==> config.mk <==
export PLATFORM = sky130hd
export DESIGN_NAME = rv_multicycle_controller
export DESIGN_NICKNAME = d
export VERILOG_FILES = /design/src/rtl/rv_ctrl_pkg.sv /design/src/rtl/rv_mem_wait_timer.sv /design/src/rtl/rv_multicycle_controller.sv
export SDC_FILE = /design/constraint.sdc
export NUM_CORES = 1
export LEC_CHECK = 0
export ABC_AREA = 1
export BUFFER_PORTS_ARGS = -buffer_cell sky130_fd_sc_hd__buf_2
export CELL_PAD_IN_SITES_DETAIL_PLACEMENT = 0
export CELL_PAD_IN_SITES_GLOBAL_PLACEMENT = 1
export CORE_MARGIN = 4
export CORE_UTILIZATION = 33
export CTS_BUF_LIST = sky130_fd_sc_hd__clkbuf_2
export DETAILED_ROUTE_END_ITERATION = 10
export PLACE_DENSITY = 0.82
export SLEW_MARGIN = 40
export SYNTH_ARGS = -nofsm -noshare
export SYNTH_HDL_FRONTEND = slang
export SYNTH_SLANG_ARGS = --single-unit
export TNS_END_PERCENT = 20
==> constraint.sdc <==
create_clock -name clk -period 1.6 [get_ports clk]
set_input_delay 0.24 -clock clk [delete_from_list [all_inputs] [get_ports clk]]
set_output_delay 0.24 -clock clk [all_outputs]
set_load 0.01 [all_outputs]
==> src/rtl/rv_ctrl_pkg.sv <==
// rv_ctrl_pkg: shared opcode, state and datapath mux encodings for the multicycle RV32I core
package rv_ctrl_pkg;
  localparam logic [6:0] OPC_OP_IMM = 7'b0010011;
  localparam logic [6:0] OPC_OP     = 7'b0110011;
  localparam logic [6:0] OPC_LOAD   = 7'b0000011;
  localparam logic [6:0] OPC_STORE  = 7'b0100011;
  localparam logic [6:0] OPC_BRANCH = 7'b1100011;
  localparam logic [6:0] OPC_JAL    = 7'b1101111;
  localparam logic [6:0] OPC_JALR   = 7'b1100111;
  localparam logic [6:0] OPC_LUI    = 7'b0110111;
  localparam logic [6:0] OPC_AUIPC  = 7'b0010111;
  typedef enum logic [2:0] {
    S_FETCH  = 3'd0,
    S_DECODE = 3'd1,
    S_EXEC   = 3'd2,
    S_MEM    = 3'd3,
    S_WB     = 3'd4,
    S_TRAP   = 3'd7
  } state_t;
  typedef enum logic [3:0] {
    C_OP, C_OP_IMM, C_LOAD, C_STORE, C_BRANCH, C_JAL, C_JALR, C_LUI, C_AUIPC, C_ILL
  } iclass_t;
  typedef enum logic [1:0] {PC_PLUS4, PC_ALU, PC_ALU_LSB0} pc_src_t;
  typedef enum logic [1:0] {A_RS1, A_PC, A_ZERO} alu_a_t;
  typedef enum logic [1:0] {B_RS2, B_IMM, B_FOUR} alu_b_t;
  typedef enum logic [1:0] {ALU_ADD, ALU_CMP, ALU_FUNCT} alu_op_t;
  typedef enum logic [1:0] {WB_ALU, WB_MEM, WB_PC4} wb_sel_t;
  function automatic iclass_t classify(input logic [6:0] opc);
    case (opc)
      OPC_OP_IMM: return C_OP_IMM;
      OPC_OP:     return C_OP;
      OPC_LOAD:   return C_LOAD;
      OPC_STORE:  return C_STORE;
      OPC_BRANCH: return C_BRANCH;
      OPC_JAL:    return C_JAL;
      OPC_JALR:   return C_JALR;
      OPC_LUI:    return C_LUI;
      OPC_AUIPC:  return C_AUIPC;
      default:    return C_ILL;
    endcase
  endfunction
endpackage

==> src/rtl/rv_mem_wait_timer.sv <==
// rv_mem_wait_timer: counts memory wait cycles and flags the cycle on which the wait budget runs out
module rv_mem_wait_timer #(
  parameter int MEM_TIMEOUT = 16,
  parameter int CNT_W = 5
) (
  input  logic clk,
  input  logic reset,
  input  logic clr,
  input  logic en,
  output logic timeout
);
  logic [CNT_W-1:0] cnt;
  always_ff @(posedge clk or posedge reset)
    if (reset) cnt <= '0;
    else cnt <= clr ? '0 : en ? cnt + 1'b1 : cnt;
  assign timeout = en && (cnt == CNT_W'(MEM_TIMEOUT - 1));
endmodule

==> src/rtl/rv_multicycle_controller.sv <==
// rv_multicycle_controller: multicycle RV32I control FSM sequencing fetch, decode, execute, memory and writeback
module rv_multicycle_controller
  import rv_ctrl_pkg::*;
#(
  parameter int MEM_TIMEOUT = 16,
  parameter int CNT_W = 5
) (
  input  logic       clk,
  input  logic       reset,
  input  logic [6:0] opcode,
  input  logic [2:0] funct3,
  input  logic       branch_taken,
  input  logic       mem_ready,
  output logic       mem_req,
  output logic       mem_we,
  output logic       mem_addr_sel,
  output logic       ir_write,
  output logic       imm_en,
  output logic       pc_write,
  output logic [1:0] pc_src,
  output logic [1:0] alu_src_a,
  output logic [1:0] alu_src_b,
  output logic [1:0] alu_op,
  output logic       reg_write,
  output logic [1:0] wb_sel,
  output logic       illegal_instr,
  output logic       bus_error,
  output logic [2:0] state_o
);
  state_t state, nstate;
  iclass_t cls, ncls;
  logic phase, nphase, ill_set, bus_set, wait_en, timeout;
  logic unused_funct3;
  assign unused_funct3 = ^funct3;
  assign state_o = state;
  assign wait_en = (state == S_FETCH || state == S_MEM) && !mem_ready;
  rv_mem_wait_timer #(.MEM_TIMEOUT(MEM_TIMEOUT), .CNT_W(CNT_W)) u_timer (
    .clk(clk),
    .reset(reset),
    .clr(nstate != state),
    .en(wait_en),
    .timeout(timeout)
  );
  always_ff @(posedge clk or posedge reset)
    if (reset) begin
      state <= S_FETCH;
      cls <= C_ILL;
      phase <= 1'b0;
      illegal_instr <= 1'b0;
      bus_error <= 1'b0;
    end else begin
      state <= nstate;
      cls <= ncls;
      phase <= nphase;
      illegal_instr <= illegal_instr | ill_set;
      bus_error <= bus_error | bus_set;
    end
  always_comb begin
    nstate = state;
    ncls = cls;
    nphase = 1'b0;
    ill_set = 1'b0;
    bus_set = 1'b0;
    mem_req = 1'b0;
    mem_we = 1'b0;
    mem_addr_sel = 1'b0;
    ir_write = 1'b0;
    imm_en = 1'b0;
    pc_write = 1'b0;
    pc_src = PC_PLUS4;
    alu_src_a = A_RS1;
    alu_src_b = B_RS2;
    alu_op = ALU_ADD;
    reg_write = 1'b0;
    wb_sel = WB_ALU;
    case (state)
      S_FETCH: begin
        mem_req = 1'b1;
        ir_write = mem_ready;
        pc_write = mem_ready;
        bus_set = timeout;
        nstate = mem_ready ? S_DECODE : timeout ? S_TRAP : S_FETCH;
      end
      S_DECODE: begin
        imm_en = 1'b1;
        ncls = classify(opcode);
        ill_set = ncls == C_ILL;
        nstate = ill_set ? S_TRAP : S_EXEC;
      end
      S_EXEC: begin
        nstate = S_WB;
        case (cls)
          C_OP: alu_op = ALU_FUNCT;
          C_OP_IMM: begin
            alu_src_b = B_IMM;
            alu_op = ALU_FUNCT;
          end
          C_LOAD, C_STORE: begin
            alu_src_b = B_IMM;
            nstate = S_MEM;
          end
          C_BRANCH: begin
            alu_src_a = phase ? A_PC : A_RS1;
            alu_src_b = phase ? B_IMM : B_RS2;
            alu_op = phase ? ALU_ADD : ALU_CMP;
            pc_write = phase;
            pc_src = phase ? PC_ALU : PC_PLUS4;
            nphase = !phase && branch_taken;
            nstate = nphase ? S_EXEC : S_FETCH;
          end
          C_JAL: begin
            alu_src_a = A_PC;
            alu_src_b = B_IMM;
            pc_write = 1'b1;
            pc_src = PC_ALU;
          end
          C_JALR: begin
            alu_src_b = B_IMM;
            pc_write = 1'b1;
            pc_src = PC_ALU_LSB0;
          end
          C_LUI: begin
            alu_src_a = A_ZERO;
            alu_src_b = B_IMM;
          end
          C_AUIPC: begin
            alu_src_a = A_PC;
            alu_src_b = B_IMM;
          end
          default: nstate = S_TRAP;
        endcase
      end
      S_MEM: begin
        mem_req = 1'b1;
        mem_addr_sel = 1'b1;
        mem_we = cls == C_STORE;
        bus_set = timeout;
        nstate = mem_ready ? (cls == C_STORE ? S_FETCH : S_WB) : timeout ? S_TRAP : S_MEM;
      end
      S_WB: begin
        reg_write = 1'b1;
        wb_sel = cls == C_LOAD ? WB_MEM : (cls == C_JAL || cls == C_JALR) ? WB_PC4 : WB_ALU;
        nstate = S_FETCH;
      end
      default: nstate = S_TRAP;
    endcase
    if (reset) begin
      mem_req = 1'b0;
      mem_we = 1'b0;
      mem_addr_sel = 1'b0;
      ir_write = 1'b0;
      imm_en = 1'b0;
      pc_write = 1'b0;
      pc_src = PC_PLUS4;
      alu_src_a = A_RS1;
      alu_src_b = B_RS2;
      alu_op = ALU_ADD;
      reg_write = 1'b0;
      wb_sel = WB_ALU;
    end
  end
endmodule

==> Word-level counts from Yosys, hierarchy flattened <==
Index checks and enable logic that the tools add are counted.
{ "classes": {"n_eq_ne": 24, "addsub": 1, "muxes": 50, "n_bitwise": 2, "n_reduce_logical": 17} }
{ "op_table": {"columns": ["cell", "n"], "rows": [
  ["$pmux W4 S9", 1],
  ["$mux W2", 12],
  ["$eq A7 B6 Y1 const B", 3],
  ["$eq A7 B7 Y1 const B", 3],
  ["$mux W1", 20],
  ["$mux W3", 6],
  ["$eq A4 B3 Y1 const B", 4],
  ["$pmux W3 S5", 1],
  ["$eq A7 B5 Y1 const B", 2],
  ["$pmux W2 S3", 2],
  ["$mux W5", 2],
  ["$reduce_or A2 Y1", 5],
  ["$pmux W3 S3", 1],
  ["$eq A4 B2 Y1 const B", 2],
  ["$eq A4 B4 Y1 const B", 2],
  ["$eq A7 B2 Y1 const B", 1],
  ["$reduce_or A7 Y1", 1],
  ["$eq A3 B2 Y1 const B", 2],
  ["$pmux W1 S2", 3],
  ["$reduce_or A6 Y1", 1],
  ["$add A5 B1 Y5 const B", 1],
  ["$eq A5 B4 Y1 const B", 1],
  ["$eq A4 B1 Y1 const B", 1],
  ["$logic_not A4 Y1", 1],
  ["11 further kinds", 16]
]} }
{ "word_totals": {"regBits": 15, "inputBits": 14, "output_inout_bits": 22} }

==> Depth between registers and ports, before layout <==
{ "logic_depth": {"ltp_word": 9, "ltp_mapped": 13, "depth_no_buf": 13} }

==> By module <==
Synthesis repeated with hierarchy kept, for this count alone.
{ "unflattened": {"cells_unflattened": 186, "area_unflattened_um2": 1184.9} }
{ "modules_own_cells": {"columns": ["module", "cells_each", "n_inst", "area_each_um2"], "rows": [
  ["rv_multicycle_controller", 154, 1, 915.9],
  ["rv_mem_wait_timer", 32, 1, 269.0]
]} }

==> Least setup slack after synthesis <==
Ideal clock, no wire load.
{ "synth_timing": {"path_kind": "register to output", "from": "reg state[2] (netlist: state_o[2])", "to": "out pc_write", "path_buffers": 0, "path_stages_with_launch": 9, "path_slack_ns": -0.105, "t_required_ns": 1.360, "arrival_time_ns": 1.465, "path_cell_list": "dfrtp_1 inv_2 nand2_1 nor2_2 inv_1 nor2_1 inv_1 nor4_2 or3_1"} }
{ "synth_via": {"elab_chain_cells": 3, "word_cells_on_any_way": 4} }
{ "synth_rtl": {"columns": ["element", "line", "text"], "rows": [
  ["start, declared", "rv_multicycle_controller.sv:30", "state_t state, nstate;"],
  ["start signal, assigned", "rv_multicycle_controller.sv:52", "state <= nstate;"],
  ["$eq A3 B2 Y1 / $logic_not A3 Y1 (equally long branches)", "rv_multicycle_controller.sv:76", "case (state)"],
  ["$pmux W1 S2 *", "rv_multicycle_controller.sv:76", null],
  ["$mux W1 *", "rv_multicycle_controller.sv:147", "if (reset) begin"],
  ["end, declared", "rv_multicycle_controller.sv:19", "output logic pc_write,"]
]} }
Every way passes the cells marked *; elsewhere a longest branch is shown, timed or not.

==> Worst setup path after layout <==
{ "layout_timing": {"from": "reg cls[3]", "to": "out pc_write"} }
{ "layout_via": {"elab_chain_cells": 5, "word_cells_on_any_way": 7} }
{ "layout_rtl": {"columns": ["element", "line", "text"], "rows": [
  ["start, declared", "rv_multicycle_controller.sv:31", "iclass_t cls, ncls;"],
  ["start signal, assigned", "rv_multicycle_controller.sv:53", "cls <= ncls;"],
  ["$eq A4 B3 Y1", "rv_multicycle_controller.sv:92", "case (cls)"],
  ["$reduce_or A2 Y1 (no source line)", null, null],
  ["$pmux W1 S2 *", "rv_multicycle_controller.sv:92", null],
  ["$pmux W1 S2 *", "rv_multicycle_controller.sv:76", null],
  ["$mux W1 *", "rv_multicycle_controller.sv:147", null]
]} }
Marked as above.

==> flow_metrics.tcl <==
set metrics [dict create \
    cts_buffers 3 \
    nets 271 \
    ir_worst_vdd_mv 0.1438 \
    ys_types 30 \
    fin_area_sq_mm 0.001909 \
    syn_inst 178 \
    setup_viol 21 \
    arrival_ns 1.73 \
    synth-seq-area-share_pct 31.86 \
    dpl_cell_area_sq_mm 0.001632 \
    wl_microns 3265 \
    cts.clk_slew.worst_paths_ns 0.14 \
    end_kind "primary output" \
    ant_nets 0 \
    min_period_over_period_pct 123.4 \
    gp_congestion 0.8195 \
    io_pins 36 \
    rsz0062_at_grt "true" \
    dieArea_sq_mm 0.004617 \
    cts_root_buf "clkbuf_2" \
    grt_first_pass_wirelength_microns 5402 \
    synthFlopType "dfrtp_1" \
    r2r_cells 13 \
    wl_per_cell_microns 10.88 \
    drv_cap 0 \
    mostFrequentLayoutCell "buf_4" \
    fp.dieW_microns 67.95 \
    reg2reg_setup_slack_ns -0.16 \
    clock_path_buffers 2 \
    cts.sinks 15 \
    worstPathMaxFanout 4 \
    p_leak_nw 0.9418 \
    maxSlewViolCount 0 \
    yosys_warnings 0 \
    syn_nets 194 \
    violations "setup timing" \
    drt-pass1-iter-count 4 \
    syn2layout_area_growth_pct 60.97 \
    instances_no_fill 300 \
    initial_core_util_pct 34.73 \
    grt_pass1_vias 1326 \
    hold_viol 0 \
    htree_levels 1 \
    min_path_type "in -> async" \
    via_count 1395 \
    drive_gt1_share_pct 51.97 \
    maxSlewHeadroom_pct 61.02 \
    worst_pin_slew_ns 0.5841 \
    numPortBuffers 31 \
    final_util_pct 55.90 \
    timing.fmax_ghz 0.5065 \
    cts_tree "built" \
    reg2reg_to "u_timer.cnt[0]" \
    cp-start-kind "register" \
    dp.cells 281 \
    place_ws_ns -0.2320 \
    worst_slack_ns -0.3742 \
    grt_antenna_before_repair 0 \
    pwr_density_cell_mw_per_mm2 320.7 \
    yosysTopAreaCell "dfrtp_1" \
    via_per_inst 4.650 \
    layout_common_cells "41 x buf_4, 34 x nand2_1, 29 x buf_2" \
    insertion_delay_ns 0.27 \
    synth_area_sq_mm 0.001186 \
    outcome "complete, but fails checks" \
    core_area_sq_mm 0.003416 \
    ys_ff_latch 15 \
    drcViolationCount 0 \
    path_class "reg -> out" \
    yosysTopAreaCellShare_pct 27.43 \
    grt_overflow 0 \
    cp-endpoint "pc_write" \
    grt_max_degree 16 \
    critPathRequiredTime_ns 1.36 \
    hpwl_microns 2562 \
    critPathLaunch "cls[3]" \
    synth_edf_count 0 \
    layout.filler_cells 332 \
    skew_ns 0.004541 \
    die_h_microns 67.95 \
    r2r-start "state_o[1]" \
    ys_top_cells_by_area "dfrtp_1 27%, nand2_1 13%, inv_1 8.9%, nor2_1 7.6%, nor3_2 5.1%" \
    synthArstFlopShare_pct 100.0 \
    min_period_ns 1.974 \
    avgSynthCellArea_sq_um 6.664 \
    n_antenna_cell 0 \
    gr-usage-all-layers_pct 14.91 \
    drt_iter0_drc 54 \
    rows 21 \
]
-- worst max-delay path, stage by stage, from the launching register on --
cell and delay, ns:
dfstp_2 0.58, inv_4 0.05, nand3_4 0.09, inv_4 0.04, a21oi_4 0.15, nor2_2 0.06
or3_4 0.36, buf_6 0.13
-- cell usage after synthesis (3+ instances only) --
master	n
nor2_1	24
inv_2	4
dfrtp_1	13
inv_1	28
a21oi_1	6
nand3_2	3
nor3_2	6
o21ai_0	9
nor3_1	4
nand3_1	11
nand2_1	41
nor4_1	4
nand4_1	3
-- sequential cells by signal, summed over array words and instances (netlist names) --
register	count
u_timer.cnt	5
bus_error	1
state_o	3
cls	4
phase	1
illegal_instr	1
-- per-stage QoR --
step	power, mW	TNS (ns)	hold WS [ns]
CTS	0.6184	-3.576	0.09688
global route	0.6418	-6.046	0.1564
finish	0.6123	-3.420	0.1256
detailed placement	0.4380	-1.349	0.4122
global placement	0.4375	-1.050	0.4044
floorplan	0.4153	-0.1885	0.3377
-- worst min path at each step --
| stage | start | to | slack, ns | depth (start not counted) |
|---|---|---|---|---|
| floorplan | reset | bus_error | 0.34 | 2 |
| global placement | reset | illegal_instr | 0.40 | 2 |
| detailed placement | reset | illegal_instr | 0.41 | 2 |
| CTS | reset | state_o[2] | 0.1 | 2 |
| global route | reset | bus_error | 0.16 | 2 |
| finish | reset | bus_error | 0.13 | 2 |
-- report_power, final --
group / switching [mW] / total, mW / internal, mW
sequential: 0 / 0.379 / 0.379
clock: 0.113 / 0.179 / 0.0663
combinational: 0.0376 / 0.0537 / 0.0161
-- routing by layer --
metal	share of wire [%]	GRT usage, %
met5	0	0
met2	47	25.87
met4	1.7	5.211
met1	47	19.40
met3	3.9	0.9852
-- kinds of logic after synthesis --
family	synth area share (%)
XOR/XNOR	2.216
multiplexers	0.8439
buffers and inverters	11.08
flip-flops	31.86
AND/OR/NAND/NOR	42.83
adder cells (fa/ha/maj)	2.109
other	0.3162
AO/OA/AOI/OAI	8.754
-- final cells by class --
class	count	area, sq um	area share (%)
tap	46	57.56	3.014
multi-input combinational	129	827.0	43.32
inverter	32	127.6	6.684
sequential	15	379.1	19.86
timing repair buffer	74	498.0	26.08
clock buffer	4	20.02	1.048
-- what timing repair did --
item | CTS | global route
setup buffers | 10 | 6
setup endpoints to repair | 21 | 23
hold buffers | 0 | 0
pin swaps | 7 | 12
gates resized for setup | 23 | 19
(Power assumes the default switching activity.)
